## config.mk

```make
export PLATFORM = sky130hd
export DESIGN_NAME = match_capture_sequencer
export DESIGN_NICKNAME = d
export VERILOG_FILES = /design/src/rtl/trace_pkg.sv /design/src/rtl/rule_prio_enc.sv /design/src/rtl/match_capture_sequencer.sv
export SDC_FILE = /design/constraint.sdc
export NUM_CORES = 1
export LEC_CHECK = 0
export CORE_MARGIN = 5
export CORE_UTILIZATION = 51
export DETAILED_ROUTE_END_ITERATION = 16
export PLACE_DENSITY = 0.78
export SETUP_SLACK_MARGIN = 0.05
export SYNTH_ARGS = -nofsm -noshare
export SYNTH_HDL_FRONTEND = slang
export SYNTH_SLANG_ARGS = --single-unit
```

## constraint.sdc

```tcl
create_clock -name trace_clk -period 2.8 [get_ports trace_clk]
set_input_delay 0.56 -clock trace_clk [delete_from_list [all_inputs] [get_ports trace_clk]]
set_output_delay 0.56 -clock trace_clk [all_outputs]
set_load 0.02 [all_outputs]
```

## src/rtl/trace_pkg.sv

```systemverilog
// trace_pkg: shared definitions for the trace sniffer capture path.
//   - default widths for the match sequencer
//   - FSM state encoding for match_capture_sequencer
//   - FIFO word field offsets: {rule index, timestamp}, timestamp in the LSBs
package trace_pkg;

  localparam int DEF_NUM_RULES  = 8;
  localparam int DEF_TS_WIDTH   = 56;
  localparam int DEF_RULE_WIDTH = 8;

  // Timestamp sits at bit 0; the rule index sits directly above it.
  localparam int FIFO_TS_LSB = 0;

  function automatic int fifo_rule_lsb(input int ts_width);
    return FIFO_TS_LSB + ts_width;
  endfunction

  typedef enum logic [1:0] {
    ST_IDLE  = 2'd0,
    ST_ARMED = 2'd1,
    ST_DRAIN = 2'd2
  } state_e;

endpackage

```

## src/rtl/rule_prio_enc.sv

```systemverilog
// rule_prio_enc: lowest-set-bit priority encoder.
// Ports:
//   i_vec    in   pWIDTH   request vector
//   o_valid  out  1        any bit set
//   o_idx    out  pIDX_W   index of the lowest set bit (0 when none)
//   o_clr    out  pWIDTH   one-hot mask of that bit (0 when none)
module rule_prio_enc #(
  parameter int pWIDTH = 8,
  parameter int pIDX_W = 8
) (
  input  logic [pWIDTH-1:0] i_vec,
  output logic              o_valid,
  output logic [pIDX_W-1:0] o_idx,
  output logic [pWIDTH-1:0] o_clr
);

  assign o_valid = |i_vec;
  // Two's-complement trick isolates the lowest set bit.
  assign o_clr   = i_vec & (~i_vec + pWIDTH'(1));

  // Walk from the top down so the last hit written is the lowest index.
  always_comb begin
    o_idx = '0;
    for (int i = pWIDTH - 1; i >= 0; i--) begin
      if (i_vec[i]) o_idx = pIDX_W'(i);
    end
  end

endmodule

```

## src/rtl/match_capture_sequencer.sv

```systemverilog
// match_capture_sequencer: arms/disarms trace-match capture, timestamps
// per-rule match strobes and serialises them into one {rule, timestamp}
// FIFO word per cycle, lowest rule first. Drives the external trigger in
// pulse or toggle mode. Single clock domain (trace_clk).
// Ports:
//   trace_clk, resetn      clock, async active-low reset
//   I_arm / I_disarm       one-cycle commands (arm wins when both)
//   I_capture_mode         0 single, 1 continuous
//   I_pattern_enable       per-rule enable
//   I_trig_enable          gates O_trig_out events
//   I_trig_toggle          0 pulse, 1 toggle
//   I_match                per-rule match strobes
//   I_fifo_full            sniff FIFO full
//   O_fifo_wr/O_fifo_data  FIFO write strobe / {rule, timestamp}
//   O_trig_out             trigger output
//   O_armed / O_busy       FSM in ARMED / FSM not IDLE
//   O_overflow             sticky dropped-match flag, cleared by I_arm
module match_capture_sequencer
  import trace_pkg::*;
#(
  parameter int pNUM_RULES  = DEF_NUM_RULES,
  parameter int pTS_WIDTH   = DEF_TS_WIDTH,
  parameter int pRULE_WIDTH = DEF_RULE_WIDTH
) (
  input  logic                           trace_clk,
  input  logic                           resetn,
  input  logic                           I_arm,
  input  logic                           I_disarm,
  input  logic                           I_capture_mode,
  input  logic [pNUM_RULES-1:0]          I_pattern_enable,
  input  logic                           I_trig_enable,
  input  logic                           I_trig_toggle,
  input  logic [pNUM_RULES-1:0]          I_match,
  input  logic                           I_fifo_full,
  output logic                           O_fifo_wr,
  output logic [pRULE_WIDTH+pTS_WIDTH-1:0] O_fifo_data,
  output logic                           O_trig_out,
  output logic                           O_armed,
  output logic                           O_busy,
  output logic                           O_overflow
);

  localparam int FIFO_W   = pRULE_WIDTH + pTS_WIDTH;
  localparam int RULE_LSB = fifo_rule_lsb(pTS_WIDTH);

  state_e                  r_state, w_state_nxt;
  logic [pTS_WIDTH-1:0]    r_ts, r_t, w_emit_ts;
  logic [pNUM_RULES-1:0]   r_pend, w_m, w_pend_after, w_cand, w_clr;
  logic [pNUM_RULES-1:0]   w_cand_after, w_pend_nxt;
  logic [pRULE_WIDTH-1:0]  w_idx;
  logic [FIFO_W-1:0]       r_data, w_word;
  logic                    r_wr, r_trig, r_armed, r_busy, r_ovf;
  logic                    w_pend_any, w_hit, w_accept, w_drop, w_emit;
  logic                    w_enc_vld, w_trig_evt, w_trig_nxt;

  assign w_m        = I_match & I_pattern_enable;
  assign w_pend_any = |r_pend;

  // r_pend holds hits not yet written. Its lowest bit leaves this cycle
  // unless the FIFO is full; a new hit is taken only if nothing remains.
  assign w_pend_after = (w_pend_any && !I_fifo_full) ?
                        (r_pend & (r_pend - pNUM_RULES'(1))) : r_pend;
  assign w_hit    = (r_state == ST_ARMED) && (|w_m);
  assign w_accept = w_hit && (w_pend_after == '0);
  assign w_drop   = w_hit && (w_pend_after != '0);

  // With nothing pending, a freshly accepted hit is written straight away
  // (stamped with the current ts) so the first word lands one cycle later.
  assign w_cand    = w_pend_any ? r_pend : (w_accept ? w_m : '0);
  assign w_emit_ts = w_pend_any ? r_t : r_ts;

  rule_prio_enc #(
    .pWIDTH (pNUM_RULES),
    .pIDX_W (pRULE_WIDTH)
  ) u_enc (
    .i_vec   (w_cand),
    .o_valid (w_enc_vld),
    .o_idx   (w_idx),
    .o_clr   (w_clr)
  );

  assign w_emit       = w_enc_vld && !I_fifo_full;
  assign w_cand_after = w_emit ? (w_cand & ~w_clr) : w_cand;
  // Last pending bit leaving while a new hit arrives: the hit replaces it.
  assign w_pend_nxt   = (w_pend_any && w_accept) ? w_m : w_cand_after;

  always_comb begin
    w_word = '0;
    w_word[FIFO_TS_LSB +: pTS_WIDTH] = w_emit_ts;
    w_word[RULE_LSB +: pRULE_WIDTH]  = w_idx;
  end

  assign w_trig_evt = w_accept && I_trig_enable;
  assign w_trig_nxt = I_trig_toggle ? (r_trig ^ w_trig_evt) : w_trig_evt;

  always_comb begin
    w_state_nxt = r_state;
    case (r_state)
      ST_IDLE: begin
        if (I_arm) w_state_nxt = ST_ARMED;
      end
      ST_ARMED: begin
        if (I_arm)
          w_state_nxt = ST_ARMED;
        else if (I_disarm)
          w_state_nxt = (w_pend_nxt != '0) ? ST_DRAIN : ST_IDLE;
        else if (w_accept && !I_capture_mode)
          w_state_nxt = ST_DRAIN;
      end
      ST_DRAIN: begin
        if (I_arm)
          w_state_nxt = ST_ARMED;
        else if (!w_pend_any)
          w_state_nxt = ST_IDLE;
      end
      default: w_state_nxt = ST_IDLE;
    endcase
  end

  always_ff @(posedge trace_clk or negedge resetn) begin
    if (!resetn) begin
      r_state <= ST_IDLE;
      r_ts    <= '0;
      r_t     <= '0;
      r_pend  <= '0;
      r_wr    <= 1'b0;
      r_data  <= '0;
      r_trig  <= 1'b0;
      r_armed <= 1'b0;
      r_busy  <= 1'b0;
      r_ovf   <= 1'b0;
    end else begin
      r_state <= w_state_nxt;
      r_ts    <= I_arm ? '0 : r_ts + pTS_WIDTH'(1);
      if (w_accept) r_t <= r_ts;
      r_pend  <= w_pend_nxt;
      r_wr    <= w_emit;
      if (w_emit) r_data <= w_word;
      r_trig  <= w_trig_nxt;
      r_armed <= (w_state_nxt == ST_ARMED);
      r_busy  <= (w_state_nxt != ST_IDLE);
      if (I_arm)       r_ovf <= 1'b0;
      else if (w_drop) r_ovf <= 1'b1;
    end
  end

  assign O_fifo_wr   = r_wr;
  assign O_fifo_data = r_data;
  assign O_trig_out  = r_trig;
  assign O_armed     = r_armed;
  assign O_busy      = r_busy;
  assign O_overflow  = r_ovf;

endmodule
```

==> results of run 1 <==
-- flip-flops by register name, indices dropped and copies added, names as in the netlist --
name and cells:
O_fifo_data 59, r_t 56, r_ts 56, r_pend 8, r_state 2, O_armed 1, O_busy 1, O_fifo_wr 1
O_overflow 1, O_trig_out 1
-- where the power goes --
group	internal (mW)	switching (mW)
sequential	3.20	0.484
combinational	2.74	3.32
clock	1.58	1.07
-- how the worst max path moves through the flow --
| stage | slack (ns) | from | end |
|---|---|---|---|
| 6_report | -0.11 | r_pend[2] | O_busy |
| 5_1_grt | -0.19 | r_pend[2] | O_busy |
| 4_1_cts | -0.009 | r_pend[2] | r_t[8] |
| 3_5_place_dp | -0.55 | I_fifo_full | O_fifo_data[13] |
| 3_3_place_gp | -0.52 | I_pattern_enable[0] | O_busy |
| 2_1_floorplan | 0.06 | I_pattern_enable[0] | O_busy |
-- synthesized netlist by cell type, types with 4 or more instances --
cell and instances:
a21oi_1 17, a22oi_1 4, a31oi_1 58, and3_1 9
and4_1 4, buf_2 12, buf_4 5, clkbuf_1 40
dfrtp_1 186, inv_1 6, mux2_2 12, nand2_1 287
nand3_1 27, nand4_1 9, nor2_1 125, nor3_1 4
nor4_1 9, o21ai_0 12, or2_2 4, or3_1 7
or4_1 4, xnor2_1 14, xor2_1 37
-- metrics by stage --
step                      hold slack [ns]  power, mW  instances
after floorplan                     0.264       6.05        954
after global placement              0.448       8.25       1281
after detailed placement            0.455       8.28       1281
after CTS                          0.0920       11.4       1327
after global routing                0.115       13.0       1342
final                              0.0755       12.4       1342
-- logic make-up after synthesis --
group                      synth area share [%]
adders and majority gates                 0.146
buffers and inverters                      3.54
DFF                                        54.3
xor gates and xnor gates                   5.21
muxes                                      1.58
other                                    0.0437
AOI/OAI and AO/OA                          10.1
and+or+nand+nor                            25.1
-- final cells by class --
class	instances	area [um^2]
inverter	6	22.5
fill	1139	4600
clock buffer	21	470
sequential	186	4650
multi-input combinational	702	4270
timing repair buffer	196	2050
clock inverter	11	184
tap	220	275
-- metal layers --
metal	global-route usage, %	vias up	routed length [um]
met5	0	-	0
met3	5.18	54	1540
met1	30.4	3744	10100
li1	-	3522	-
met4	9.69	0	591
met2	39.3	309	12100
-- timing repair --
item,4_1_cts,5_1_grt
setup buffers,10,10
pin swaps,32,28
endpoints found under the setup margin,60,123
cloned,4,7
resized for setup,33,117
hold buffers,0,0
==> qor.yml, run 1 <==
global_route:
  grt_max_degree: 68
  overflow: 0
  antenna_found_initial: 0
  grt_pass1_vias: 7703
  grt_usage_pct: 23.7
  grt_pass1_wl_mm: 37.9
placed_design:
  gp_congestion: 0.942
  portBuffers: 87
  place_ws_ns: -0.550
  dp_hpwl_mm: 14.1
  placed_area_um2: 10200
critical_path:
  cp_slowest_cell: "or4_4"
  critPathTopFamily: "compound AO/OA/AOI/OAI gates"
  r2r-start: "r_pend[2]"
  cp_max_fo: 5
  rr_worst_depth: 11
  r2r-end: "O_busy"
  cp.depth: 11
  critPathArrivalTime_ns: 3.24
  crit_chain: "buf_6 -> or4_4 -> a2111o_1 -> buf_6 -> a21o_1 -> a21oi_4 -> a21oi_1 -> a211oi_2 -> buf_4 -> o41ai_4 -> a22oi_1"
  crit_top_cell: "buf_6"
  cpPeakStageDelay_ns: 0.51
  worst-r2r-setup-slack_ns: -0.11
  crit_buf_inv: 3
  required_ns: 3.12
  cp-end-kind: "register"
  crit_type: "register to register"
  crit_path_start_kind: "register"
sta:
  hold_violations: 0
  clock_skew_ns: 0.0130
  rsz0062_at_grt: "yes"
  setup_slack_ns: -0.112
  worst_slew_pin_slew_ns: 0.616
  maxSlewViolCount: 0
  period_needed_ns: 2.91
  setup_viol_count_final: 10
  fmax_mhz: 343
  period_share_pct: 104
  finalSetupTns_ns: -0.202
  relSlewSlack_pct: 58.6
synth:
  synth.avg_cell_area_um2: 9.03
  synth_cells: 950
  synth.ff_latch_count: 186
  synth-edff-count: 0
  synthFlopType: "dfrtp_1"
  synth_largest_area_cell: "dfrtp_1"
  syn_area_um2: 8580
  async_flop_share_pct: 100
  synthTopCellsByArea: "dfrtp_1 (54%), nand2_1 (13%), nor2_1 (5.5%), a31oi_1 (4.2%), xor2_1 (3.8%)"
  yosysUniqueCellTypes: 65
  yosysWarnings: 0
  ys_seq_area_share_pct: 54.3
  synth.top_cell.area_share_pct: 54.3
routing:
  drt_wl_total_mm: 24.3
  drtPass1Iterations: 6
  via_count: 7629
  drcViolationCount: 0
  wl_per_cell_um: 18.1
  ant_nets: 0
  drtIter0Drc: 755
  post_drt_via_cell_ratio: 5.68
pwr:
  powerDensity_nw_per_um2: 1040
  total_leakage_power_nw: 5.26
  peakVddDrop_v: 0.000601
cts:
  worstSkewPairLatency_ns: 0.44
  clkTransAtPathRegs_ns: 0.07
  cts-root-buf: "clkbuf_16"
  cts_tree: "done"
  numCtsBuffers: 17
  clk_path_buf_depth: 2
  cts_sinks: 186
  h-tree-depth: 4
job:
  drv_cap: 0
layout:
  final_cell_mix: "nand2_1 (286), dfrtp_1 (186), clkdlybuf4s50_1 (82), nor2_1 (79), buf_4 (76)"
  antenna_cells: 0
  final_cell_area_um2: 11900
  final_common_cell: "nand2_1"
  syn_to_final_growth_pct: 39.0
  nNetsFinal: 1134
  final_layout_size_suffix_gt1_share_pct: 22.8
  fin_util_pct: 72.2
min_path:
  hold_class: "input port to asynchronous set/reset pin"
floorplan:
  die_height_um: 140
  start_util_pct: 51.9
  dieWidth_um: 140
  num_rows: 47
  dieArea_um2: 19500
  ios: 93
  coreArea_um2: 16500
status:
  status: "complete, but fails checks"
  failed_checks: "negative setup slack"
Note: power is estimated with default switching activity, not from simulation.
==> inputs of run 2 (changes only) <==
CTS_CLUSTER_DIAMETER = 30   (was default)
==> results of run 2 <==
Final layout, timing and power as in run 1 (identical DEF).
==> inputs of run 3 (changes only) <==
CAP_MARGIN = 20   (was default)
==> results of run 3 <==
Final layout, timing and power as in run 1 (identical DEF).
